--- src/rtl/node_route_sequencer_pkg.sv ---
// Shared route definitions: turn/action codes, FSM states, entry helpers.
// Imported by the route sequencer and its sub-blocks.
package route_pkg;

    typedef enum logic [1:0] {
        TURN_UTURN    = 2'b00,
        TURN_LEFT     = 2'b01,
        TURN_RIGHT    = 2'b10,
        TURN_STRAIGHT = 2'b11
    } turn_t;

    typedef enum logic [1:0] {
        ACT_NONE  = 2'b00,
        ACT_PICK  = 2'b01,
        ACT_PLACE = 2'b10,
        ACT_END   = 2'b11
    } act_t;

    typedef enum logic [2:0] {
        S_IDLE,
        S_SEEK,
        S_OP,
        S_TURNING,
        S_DONE
    } state_t;

    localparam logic [2:0] PAT_NODE = 3'b111;

    function automatic turn_t entry_turn(input logic [3:0] e);
        return turn_t'(e[1:0]);
    endfunction

    function automatic act_t entry_act(input logic [3:0] e);
        return act_t'(e[3:2]);
    endfunction

    // Single centred/offset bit means the follower has the line again.
    function automatic logic is_line(input logic [2:0] s);
        return (s == 3'b010) || (s == 3'b001) || (s == 3'b100);
    endfunction

endpackage

--- src/rtl/node_route_sequencer_if.sv ---
// Bus between the route sequencer and its environment:
// sensor/control inputs, table write port, follower-facing outputs.
interface node_route_sequencer_if #(
    parameter int AW = 4
);
    logic [2:0]    line_sensor;
    logic          robot_enabled;
    logic          start;
    logic          wr_en;
    logic [AW-1:0] wr_addr;
    logic [3:0]    wr_data;
    logic [1:0]    turn_direction;
    logic          activate_pick_operation;
    logic          activate_place_operation;
    logic          route_done;
    logic          busy;
    logic [AW-1:0] node_count;

    modport master (
        output line_sensor, robot_enabled, start,
        output wr_en, wr_addr, wr_data,
        input  turn_direction, activate_pick_operation,
        input  activate_place_operation, route_done,
        input  busy, node_count
    );

    modport slave (
        input  line_sensor, robot_enabled, start,
        input  wr_en, wr_addr, wr_data,
        output turn_direction, activate_pick_operation,
        output activate_place_operation, route_done,
        output busy, node_count
    );
endinterface

--- src/rtl/node_route_sequencer_pattern_debounce.sv ---
// Counts consecutive enabled cycles of a match input; pulses hit on the
// N-th one and restarts. Any miss or disable clears the run.
module pattern_debounce #(
    parameter int N = 4
) (
    input  logic clk,
    input  logic reset,
    input  logic en,
    input  logic match,
    output logic hit
);
    localparam int W = (N < 2) ? 1 : $clog2(N);

    logic [W-1:0] cnt_q;

    assign hit = en && match && (cnt_q == W'(N - 1));

    // Run counter: advances on each matching cycle, clears on miss or hit.
    always_ff @(posedge clk) begin
        if (reset || !en || !match || hit) begin
            cnt_q <= '0;
        end else begin
            cnt_q <= cnt_q + 1'b1;
        end
    end
endmodule

--- src/rtl/node_route_sequencer.sv ---
// Route planner feeding the line follower: walks a preloaded turn/action
// table, one entry per debounced node, with timed pick/place requests.
module node_route_sequencer
    import route_pkg::*;
#(
    parameter int DEPTH     = 16,
    parameter int AW        = 4,
    parameter int DEBOUNCE  = 4,
    parameter int CLEAR     = 4,
    parameter int OP_CYCLES = 50_000_000,
    parameter int OPW       = 26
) (
    input logic clk,
    input logic reset,
    node_route_sequencer_if.slave bus
);
    logic [3:0]    table_q [DEPTH];
    state_t        state_q, state_d;
    logic [AW-1:0] ptr_q, ptr_d;
    logic [AW-1:0] node_q, node_d;
    logic [OPW-1:0] op_q, op_d;
    logic [1:0]    turn_q, turn_d;
    logic          pick_q, pick_d;
    logic          place_q, place_d;
    logic          done_q, done_d;
    logic          busy_q, busy_d;

    logic          en;
    logic          node_hit;
    logic          line_hit;
    logic          op_last;
    logic          ptr_last;
    logic [3:0]    cur;
    act_t          cur_act;

    assign en       = bus.robot_enabled;
    assign cur      = table_q[ptr_q];
    assign cur_act  = entry_act(cur);
    assign op_last  = (op_q == OPW'(OP_CYCLES - 1));
    assign ptr_last = (ptr_q == AW'(DEPTH - 1));

    pattern_debounce #(.N(DEBOUNCE)) u_node (
        .clk   (clk),
        .reset (reset),
        .en    (en && (state_q == S_SEEK)),
        .match (bus.line_sensor == PAT_NODE),
        .hit   (node_hit)
    );

    pattern_debounce #(.N(CLEAR)) u_line (
        .clk   (clk),
        .reset (reset),
        .en    (en && (state_q == S_TURNING)),
        .match (is_line(bus.line_sensor)),
        .hit   (line_hit)
    );

    // Route table: written only while idle, never reset.
    always_ff @(posedge clk) begin
        if (!reset && (state_q == S_IDLE) && bus.wr_en) begin
            table_q[bus.wr_addr] <= bus.wr_data;
        end
    end

    // State register.
    always_ff @(posedge clk) begin
        if (reset) begin
            state_q <= S_IDLE;
        end else begin
            state_q <= state_d;
        end
    end

    // Next-state decode; a disabled robot freezes the sequence.
    always_comb begin
        state_d = state_q;
        if (en) begin
            unique case (state_q)
                S_IDLE, S_DONE: begin
                    if (bus.start) state_d = S_SEEK;
                end
                S_SEEK: begin
                    if (node_hit) begin
                        unique case (1'b1)
                            (cur_act == ACT_PICK),
                            (cur_act == ACT_PLACE): state_d = S_OP;
                            (cur_act == ACT_END):   state_d = S_DONE;
                            default:                state_d = S_TURNING;
                        endcase
                    end
                end
                S_OP: begin
                    if (op_last) state_d = S_TURNING;
                end
                S_TURNING: begin
                    if (line_hit) state_d = ptr_last ? S_DONE : S_SEEK;
                end
                default: state_d = S_IDLE;
            endcase
        end
    end

    // Next values of the datapath and the registered outputs.
    always_comb begin
        ptr_d   = ptr_q;
        node_d  = node_q;
        op_d    = op_q;
        pick_d  = pick_q;
        place_d = place_q;
        if (en) begin
            unique case (state_q)
                S_IDLE, S_DONE: begin
                    if (bus.start) begin
                        ptr_d  = '0;
                        node_d = '0;
                    end
                end
                S_SEEK: begin
                    if (node_hit) begin
                        node_d  = node_q + 1'b1;
                        op_d    = '0;
                        pick_d  = (cur_act == ACT_PICK);
                        place_d = (cur_act == ACT_PLACE);
                    end
                end
                S_OP: begin
                    if (op_last) begin
                        pick_d  = 1'b0;
                        place_d = 1'b0;
                    end else begin
                        op_d = op_q + 1'b1;
                    end
                end
                S_TURNING: begin
                    if (line_hit && !ptr_last) ptr_d = ptr_q + 1'b1;
                end
                default: ;
            endcase
        end
        busy_d = (state_d == S_SEEK) || (state_d == S_OP) ||
                 (state_d == S_TURNING);
        done_d = (state_d == S_DONE);
        turn_d = ((state_q == S_IDLE) || (state_q == S_DONE)) ?
                 TURN_STRAIGHT : entry_turn(cur);
    end

    // Datapath and output registers.
    always_ff @(posedge clk) begin
        if (reset) begin
            ptr_q   <= '0;
            node_q  <= '0;
            op_q    <= '0;
            turn_q  <= TURN_STRAIGHT;
            pick_q  <= 1'b0;
            place_q <= 1'b0;
            done_q  <= 1'b0;
            busy_q  <= 1'b0;
        end else begin
            ptr_q   <= ptr_d;
            node_q  <= node_d;
            op_q    <= op_d;
            turn_q  <= turn_d;
            pick_q  <= pick_d;
            place_q <= place_d;
            done_q  <= done_d;
            busy_q  <= busy_d;
        end
    end

    assign bus.turn_direction           = turn_q;
    assign bus.activate_pick_operation  = pick_q;
    assign bus.activate_place_operation = place_q;
    assign bus.route_done               = done_q;
    assign bus.busy                     = busy_q;
    assign bus.node_count               = node_q;
endmodule

--- src/flat_wrapper.sv ---
// flat-port wrapper written by rule: the top's interface ports become plain ports
module node_route_sequencer_flat import route_pkg::*;
#(
    parameter int DEPTH     = 16,
    parameter int AW        = 4,
    parameter int DEBOUNCE  = 4,
    parameter int CLEAR     = 4,
    parameter int OP_CYCLES = 50_000_000,
    parameter int OPW       = 26
)
  (clk, reset, bus_line_sensor, bus_robot_enabled, bus_start, bus_wr_en, bus_wr_addr, bus_wr_data, bus_turn_direction, bus_activate_pick_operation, bus_activate_place_operation, bus_route_done, bus_busy, bus_node_count);
  node_route_sequencer_if #(.AW(AW)) bus_i ();
  input logic clk;
  input logic reset;
  input wire logic [$bits(bus_i.line_sensor)-1:0] bus_line_sensor;
  input wire logic [$bits(bus_i.robot_enabled)-1:0] bus_robot_enabled;
  input wire logic [$bits(bus_i.start)-1:0] bus_start;
  input wire logic [$bits(bus_i.wr_en)-1:0] bus_wr_en;
  input wire logic [$bits(bus_i.wr_addr)-1:0] bus_wr_addr;
  input wire logic [$bits(bus_i.wr_data)-1:0] bus_wr_data;
  output wire logic [$bits(bus_i.turn_direction)-1:0] bus_turn_direction;
  output wire logic [$bits(bus_i.activate_pick_operation)-1:0] bus_activate_pick_operation;
  output wire logic [$bits(bus_i.activate_place_operation)-1:0] bus_activate_place_operation;
  output wire logic [$bits(bus_i.route_done)-1:0] bus_route_done;
  output wire logic [$bits(bus_i.busy)-1:0] bus_busy;
  output wire logic [$bits(bus_i.node_count)-1:0] bus_node_count;
  assign bus_i.line_sensor = bus_line_sensor;
  assign bus_i.robot_enabled = bus_robot_enabled;
  assign bus_i.start = bus_start;
  assign bus_i.wr_en = bus_wr_en;
  assign bus_i.wr_addr = bus_wr_addr;
  assign bus_i.wr_data = bus_wr_data;
  assign bus_turn_direction = bus_i.turn_direction;
  assign bus_activate_pick_operation = bus_i.activate_pick_operation;
  assign bus_activate_place_operation = bus_i.activate_place_operation;
  assign bus_route_done = bus_i.route_done;
  assign bus_busy = bus_i.busy;
  assign bus_node_count = bus_i.node_count;
  node_route_sequencer #(.DEPTH(DEPTH), .AW(AW), .DEBOUNCE(DEBOUNCE), .CLEAR(CLEAR), .OP_CYCLES(OP_CYCLES), .OPW(OPW)) u_core (.clk(clk), .reset(reset), .bus(bus_i));
endmodule
--- config.mk ---
export PLATFORM = sky130hd
export DESIGN_NAME = node_route_sequencer_flat
export DESIGN_NICKNAME = d
export VERILOG_FILES = /design/src/rtl/node_route_sequencer_pkg.sv /design/src/rtl/node_route_sequencer_if.sv /design/src/rtl/node_route_sequencer_pattern_debounce.sv /design/src/rtl/node_route_sequencer.sv /design/src/flat_wrapper.sv
export SDC_FILE = /design/constraint.sdc
export NUM_CORES = 1
export LEC_CHECK = 0
export CORE_AREA = 4 4 116 91
export CTS_CLUSTER_DIAMETER = 100
export DETAILED_ROUTE_END_ITERATION = 8
export DIE_AREA = 0 0 120 95
export GPL_TIMING_DRIVEN = 1
export PLACE_DENSITY = 0.79
export SETUP_SLACK_MARGIN = 0.2
export SLEW_MARGIN = 20
export SYNTH_ARGS = -nofsm -noshare
export SYNTH_HDL_FRONTEND = slang
export SYNTH_HIERARCHICAL = 1
export SYNTH_SLANG_ARGS = --single-unit
--- constraint.sdc ---
create_clock -name clk -period 2.2 [get_ports clk]
set_input_delay 0.44 -clock clk [delete_from_list [all_inputs] [get_ports clk]]
set_output_delay 0.44 -clock clk [all_outputs]
set_load 0.02 [all_outputs]
==> metrics.csv, run 1 <==
metric,value,unit
outcome,"complete, no violations",
post-synthesis average cell area,12.1,um^2
synth warn,6,
VDD IR max,0.635,mV
leakage power,2.40,nW
Post-Synth Simple-Gate Area,0.177,
GPL Wtd Cong,0.861,
routed vias,3808,
Layout Cells excl Fill,653,
Tcrit/Tclk final,0.971,
P&R area growth vs syn,36.3,%
GRT Total Usage,0.221,
RSZ-0062 raised after global routing,yes,
syn nets,432,
vias in the first global route,3623,
post-synthesis xor/xnor area fraction,0.0475,
placed insts,600,
Yosys top cell by area,edfxtp_1,
Crit path max-delay family,simple AND/OR/NAND/NOR gates,
Synth Instances,411,
die height,95,um
Max-Cap Viols,0,
CTS root buf,clkbuf_16,
post-synthesis mux area share,0.0977,
# DRC,0,
WL per Instance,19.9,um
Fmax achieved,0.468,GHz
PnR Total Power,5.27,mW
Total Die Area,11400,um^2
TritonCTS clock tree,yes,
Finished Core Util,0.720,
core area,9430,um^2
switching share of power,0.225,
CP peak stage delay,0.39,ns
Crit-path slowest cell,o32a_1,
startpoint class of the critical path,flop,
Post-DP HPWL,7300,um
Critical path buffers and inverters,2,
largest net degree at the start of global routing,25,
worst skew pair latency,0.42,ns
Hold WC Path Type,flop to flop,
critical path class,flop to flop,
main combinational cell family by area after synthesis,simple AND/OR/NAND/NOR gates,
gr ovfl total,0,
"most common cell after layout, fill and taps aside",edfxtp_1,
crit path max fanout,5,
Fin. Hold Viols,0,
CTS Buf Count,17,
Net Switching,1.18,mW
Worst-path clk slew,0.05,ns
IO buf count,25,
final hold slack,0.426,ns
Max Clock Skew,0.00653,ns
initial antenna violation count,0,
Synth Register Bits,115,
most frequent cells in the layout,"64 x edfxtp_1, 58 x buf_4, 57 x nor2_1",
post-synth cell types,53,
Initial Util,0.529,
IO Count,26,
Final #Nets,529,
"Req. time, crit path",2.55,ns
Area contributors post-synth,"edfxtp_1 39%, dfxtp_1 20%, nor2_1 4.6%",
compound-gate portion of the synthesized area,0.0505,
Clk pwr share,0.512,
Rows,31,
Post-Syn Area,4980,um^2
ys async rst share,0,
maximum clock path buffer count,2,
Slew Limit Fails,0,
clk sinks,115,
vias per inst,5.83,
Reg power frac,0.435,
Ant. Diodes,0,
global-route wire length before repair,18900,um
Post-synth EDFFs,64,
Most used DFF post-synth,edfxtp_1,
setup violators final,0,
ANT nets after route,0,
power per cell area,776,nW/um^2
CP endpoint kind,flop,
first-pass detailed-route iteration total,5,
post-synth top area share,0.386,
minimum clock period,2.14,ns
critical path arrival,2.49,ns
Worst slew margin,0.628,
"critical path, cell by cell","and4bb_1, and3_4, buf_4, buf_6, and2_4, nand2_4, o32a_1, o221ai_2, and3b_1",
Comb power frac,0.053,
Die Wd,120,um
internal power,4.09,mW
WL final,13000,um
H-tree Lvls,4,
hold buffer count at cts,0,
"Seq/Total Area, Yosys",0.591,
Worst-Margin Slew,0.556,ns
Post-Synth Adder-Cell Area,0.0126,
share of layout cells above drive strength 1,0.365,
fillcell total,585,
DRT iter0 DRCs,423,
setup TNS,0,ns
-- Yosys cell counts, types with 3 or more instances --
master and number:
mux4_2 7, buf_2 8, nand3_1 12, ha_1 5, o22ai_1 3, edfxtp_1 64, nand2_1 26, nor3_1 16
nand4_1 10, o21ai_0 8, nand2b_1 8, and3_1 10, mux4_1 8, clkbuf_1 5, a211oi_1 3, a21oi_1 11
mux2i_1 4, inv_1 8, nor4_1 7, nor2_1 61, mux2_2 7, or3_1 6, dfxtp_1 51, xnor2_1 14
xor2_1 13
-- registers in the layout, indices dropped and copies added, names as in the netlist, named ones only --
register and flops:
u_core/bus.activate_pick_operation 1, u_core/bus.activate_place_operation 1, u_core/bus.busy 1, u_core/bus.node_count 4, u_core/bus.route_done 1, u_core/bus.turn_direction 2, u_core/op_q 26, u_core/ptr_q 4
u_core/state_q 3, u_core/table_q 64, u_core/u_line/cnt_q 2, u_core/u_node/cnt_q 2
-- logic make-up (layout without fill, tap and decap cells) --
group | Yosys count | count (layout)
muxes | 26 | 26
adders and majority gates | 5 | 5
AOI/OAI and AO/OA | 39 | 39
and+or+nand+nor | 175 | 175
xor gates and xnor gates | 27 | 27
DFF | 115 | 115
buffers and inverters | 24 | 134
-- worst reg2reg max path, stage by stage (launching register included) --
cell      delay [ns]
dfxtp_2         0.32
and4bb_1        0.29
and3_4          0.20
buf_4           0.10
buf_6           0.11
and2_4          0.17
nand2_4         0.06
o32a_1          0.39
o221ai_2        0.23
and3b_1         0.20
-- metrics by stage --
step           worst slack, ns  cell area [um^2]
6_report                0.0646              6790
5_1_grt                -0.0250              6790
3_5_place_dp            -0.526              5740
4_1_cts                  0.157              6470
3_3_place_gp            -0.476              5740
2_1_floorplan          -0.0196              5040
-- power groups by stage --
| stage | sequential (mW) | clock [mW] | combinational, mW |
|---|---|---|---|
| 2_1_floorplan | 2.34 | 0 | 0.115 |
| 3_3_place_gp | 2.33 | 0 | 0.222 |
| 3_5_place_dp | 2.34 | 0 | 0.229 |
| 4_1_cts | 2.29 | 2.71 | 0.252 |
| 5_1_grt | 2.29 | 2.83 | 0.300 |
| 6_report | 2.29 | 2.70 | 0.282 |
-- path summary, 6_finish.rpt --
path                                                         from                                 to  slack, ns  cells after the start
worst min-delay path            u_core/u_node/cnt_q[0]$_SDFF_PP0_  u_core/u_node/cnt_q[0]$_SDFF_PP0_       0.43                      1
worst max-delay path                 u_core/state_q[1]$_SDFF_PP0_   u_core/bus.route_done$_SDFF_PP0_       0.06                      9
worst min register to register  u_core/u_node/cnt_q[0]$_SDFF_PP0_  u_core/u_node/cnt_q[0]$_SDFF_PP0_       0.43                      1
worst max register to register       u_core/state_q[1]$_SDFF_PP0_   u_core/bus.route_done$_SDFF_PP0_       0.06                      9
-- routing by layer --
| metal | track usage | share of wire | vias up | wire length (um) |
|---|---|---|---|---|
| li1 | - | - | 1714 | - |
| met1 | 0.278 | 0.41 | 1862 | 5320 |
| met2 | 0.354 | 0.50 | 194 | 6450 |
| met3 | 0.0778 | 0.068 | 38 | 884 |
| met4 | 0.0887 | 0.028 | 0 | 366 |
| met5 | 0 | 0 | - | 0 |
-- cell type report --
| type | count | area (um^2) | share of cell area |
|---|---|---|---|
| tap | 132 | 165 | 0.0243 |
| inverter | 8 | 30.0 | 0.00442 |
| multi-input combinational | 272 | 2240 | 0.330 |
| sequential | 115 | 2950 | 0.435 |
| clock inverter | 15 | 154 | 0.0227 |
| clock buffer | 17 | 425 | 0.0627 |
| timing repair buffer | 94 | 822 | 0.121 |
-- timing repair --
item	CTS	global route
gates resized for setup	43	56
setup buffers	5	16
gates cloned	0	0
setup endpoints to repair	43	89
pin swaps	13	27
Power figures use the tool's default switching activity.
==> run 2, diff against run 1 <==
--- a/config.mk
+++ b/config.mk
@@ -9,7 +9,6 @@
 export CTS_CLUSTER_DIAMETER = 100
 export DETAILED_ROUTE_END_ITERATION = 8
 export DIE_AREA = 0 0 120 95
-export GPL_TIMING_DRIVEN = 1
 export PLACE_DENSITY = 0.79
 export SETUP_SLACK_MARGIN = 0.2
 export SLEW_MARGIN = 20
==> results of run 2 <==
Final layout, timing and power as in run 1 (identical DEF).
==> run 3, diff against run 2 <==
--- a/config.mk
+++ b/config.mk
@@ -5,10 +5,10 @@
 export SDC_FILE = /design/constraint.sdc
 export NUM_CORES = 1
 export LEC_CHECK = 0
-export CORE_AREA = 4 4 116 91
+export CORE_AREA = 8 8 120 95
 export CTS_CLUSTER_DIAMETER = 100
 export DETAILED_ROUTE_END_ITERATION = 8
-export DIE_AREA = 0 0 120 95
+export DIE_AREA = 0 0 128 103
 export PLACE_DENSITY = 0.79
 export SETUP_SLACK_MARGIN = 0.2
 export SLEW_MARGIN = 20
==> run 3 against run 2 <==
  * Setup slack lost 0.020 ns
  * Power shrank 1.3%
  * Worst hold slack lost 0.0018 ns
  * Cell area shrank 0.81%
  * Final cell count shrank 2.3%
  * Register-to-register slack lost 0.02 ns
  * Non-clock buffer count shrank 13
  * Via count shrank 1.7%
  * Clock power shrank 3%
  * Routed wire length grew 0.20%
  * Sequential share of layout area grew 0.39 points
  * Fmax shrank 0.93%
  * Critical endpoint is now u_core/op_q[25]$_SDFFE_PP0P_
  * Largest cell class unchanged
==> metrics.csv, run 3 (synthesis gave the netlist of run 1 again) <==
metric,value,unit,change
outcome,"complete, no violations",,unchanged
power per cell area,772,nW/um^2,was 776 nW/um^2
leakage power,2.29,nW,was 2.40 nW
Critical path buffers and inverters,1,,was 2
# DRC,0,,unchanged
Post-DP HPWL,7840,um,was 7300 um
startpoint class of the critical path,flop,,unchanged
setup TNS,0,ns,unchanged
DP Worst Slack,-0.483,ns,was -0.526 ns
maximum clock path buffer count,2,,unchanged
worst r2r src,u_core/state_q[2]$_SDFF_PP0_,,was u_core/state_q[1]$_SDFF_PP0_
Hold WC Path Type,flop to flop,,unchanged
design area,6730,um^2,was 6790 um^2
CTS Buf Count,17,,unchanged
IO buf count,25,,unchanged
largest registers,"u_core/table_q (64), u_core/op_q (26)",,unchanged
"Req. time, crit path",2.49,ns,was 2.55 ns
min-delay src,u_core/u_node/cnt_q[0]$_SDFF_PP0_,,unchanged
Slew Limit Fails,0,,unchanged
VDD IR max,0.772,mV,was 0.635 mV
RSZ-0062 raised after global routing,yes,,unchanged
Reg-to-Reg End,u_core/op_q[25]$_SDFFE_PP0P_,,was u_core/bus.route_done$_SDFF_PP0_
Final #Nets,516,,was 529
vias in the first global route,3783,,was 3623
GPL Wtd Cong,0.882,,was 0.861
Fin. Hold Viols,0,,unchanged
P&R area growth vs syn,35.2,%,was 36.3%
Finished Core Util,0.717,,was 0.720
Crit path max-delay family,simple AND/OR/NAND/NOR gates,,unchanged
first-pass detailed-route iteration total,5,,unchanged
setup violators final,0,,unchanged
minimum clock period,2.16,ns,was 2.14 ns
clk sinks,115,,unchanged
CP endpoint kind,flop,,unchanged
"critical path, cell by cell","and4bb_1, and3_4, nand3b_1, a211oi_4, nand4_1, buf_6, o21ai_0, a21oi_1",,"was and4bb_1, and3_4, buf_4, buf_6, and2_4, nand2_4, o32a_1, o221ai_2, and3b_1"
initial antenna violation count,0,,unchanged
Rows,31,,unchanged
global-route wire length before repair,19800,um,was 18900 um
TritonCTS clock tree,yes,,unchanged
Fmax achieved,0.464,GHz,was 0.468 GHz
routed vias,3743,,was 3808
CP peak stage delay,0.34,ns,was 0.39 ns
placed insts,599,,was 600
Die Wd,128,um,was 120 um
Initial Util,0.531,,was 0.529
Worst Reg-to-Reg Cells,8,,was 9
Largest Register,u_core/table_q,,unchanged
largest net degree at the start of global routing,25,,unchanged
Worst-Margin Slew,0.588,ns,was 0.556 ns
CTS root buf,clkbuf_16,,unchanged
max FFs per register,64,,unchanged
critical path class,flop to flop,,unchanged
core area,9390,um^2,was 9430 um^2
Worst-path clk slew,0.05,ns,about the same
Reg2Reg Setup Slack,0.04,ns,was 0.06 ns
worst skew pair latency,0.42,ns,about the same
Max-Cap Viols,0,,unchanged
Layout Cells excl Fill,638,,was 653
crit path max fanout,4,,was 5
critical path arrival,2.44,ns,was 2.49 ns
gr ovfl total,0,,unchanged
share of layout cells above drive strength 1,0.358,,was 0.365
Worst slew margin,0.607,,was 0.628
"most common cell after layout, fill and taps aside",edfxtp_1,,unchanged
Crit-path slowest cell,a211oi_4,,was o32a_1
WHS Path Cells,1,,unchanged
vias per inst,5.87,,was 5.83
Max Clock Skew,0.0113,ns,was 0.00653 ns
Tcrit/Tclk final,0.980,,was 0.971
Total Die Area,13200,um^2,was 11400 um^2
die height,103,um,was 95 um
WL per Instance,20.4,um,was 19.9 um
H-tree Lvls,4,,unchanged
most frequent cells in the layout,"64 x edfxtp_1, 54 x nor2_1, 49 x buf_4",,"was 64 x edfxtp_1, 58 x buf_4, 57 x nor2_1"
slack of the critical path,0.0445,ns,was 0.0646 ns
hold buffer count at cts,0,,unchanged
Worst Hold End,u_core/u_node/cnt_q[0]$_SDFF_PP0_,,unchanged
DRT iter0 DRCs,444,,was 423
Ant. Diodes,0,,unchanged
ANT nets after route,0,,unchanged
GRT Total Usage,0.199,,was 0.221
placed cell area,5730,um^2,was 5740 um^2
WL final,13000,um,about the same
IO Count,26,,unchanged
run 3: changes by cell type in the layout (fill, tap and decap cells not counted), sizes merged:
| cell | before | now |
|---|---|---|
| buf | 69 | 56 |
| clkinv | 5 | 4 |
| clkinvlp | 2 | 4 |
| dlygate4sd2 | 3 | 4 |
| inv | 14 | 10 |
run 3: routing by layer:
| layer | wire length, um | track usage | share of wire | vias up |
|---|---|---|---|---|
| li1 | - | - | - | 1695 |
| met1 | 5310 | 0.229 | 0.41 | 1851 |
| met2 | 6510 | 0.336 | 0.50 | 165 |
| met3 | 911 | 0.0698 | 0.070 | 32 |
| met4 | 316 | 0.0829 | 0.024 | 0 |
| met5 | 0 | 0 | 0 | - |
run 3: timing repair:
item                                    4_1_cts  5_1_grt
cloned                                        1        0
endpoints found under the setup margin       62       79
endpoints found under the hold margin         0        0
pin swaps                                    17       12
resized for setup                            61       40
buffers inserted                              6        2
run 3: how the worst max path moves through the flow:
stage,to,cells after the start,from
final,u_core/op_q[25]$_SDFFE_PP0P_,8,u_core/state_q[2]$_SDFF_PP0_
after global routing,u_core/op_q[25]$_SDFFE_PP0P_,8,u_core/state_q[2]$_SDFF_PP0_
after floorplan,u_core/op_q[23]$_SDFFE_PP0P_,9,bus_robot_enabled
after global placement,u_core/bus.route_done$_SDFF_PP0_,11,bus_line_sensor[2]
after CTS,u_core/op_q[18]$_SDFFE_PP0P_,8,u_core/state_q[2]$_SDFF_PP0_
after detailed placement,u_core/bus.route_done$_SDFF_PP0_,10,bus_robot_enabled
run 3: worst register-to-register path, stage by stage, from the launching register on:
cell	delay [ns]
dfxtp_2	0.32
and4bb_1	0.28
and3_4	0.18
nand3b_1	0.15
a211oi_4	0.34
nand4_1	0.24
buf_6	0.21
o21ai_0	0.22
a21oi_1	0.10
run 3: power by group:
group          internal [mW]  switching, mW
Clock                   1.65          0.970
Sequential              2.28        0.00910
Combinational          0.134          0.151
Total                   4.07           1.13
run 3: stage by stage:
stage	hold WS, ns	power, mW
floorplan	0.399	2.45
detailed placement	0.412	2.56
finish	0.424	5.20
global route	0.442	5.36
CTS	0.423	5.21
global placement	0.407	2.55
run 3: layout make-up:
type | count | area, um^2
timing repair buffer | 81 | 729
multi-input combinational | 272 | 2290
clock inverter | 12 | 135
inverter | 8 | 30.0
sequential | 115 | 2950
tap | 132 | 165
clock buffer | 18 | 429
fill | 597 | 2650
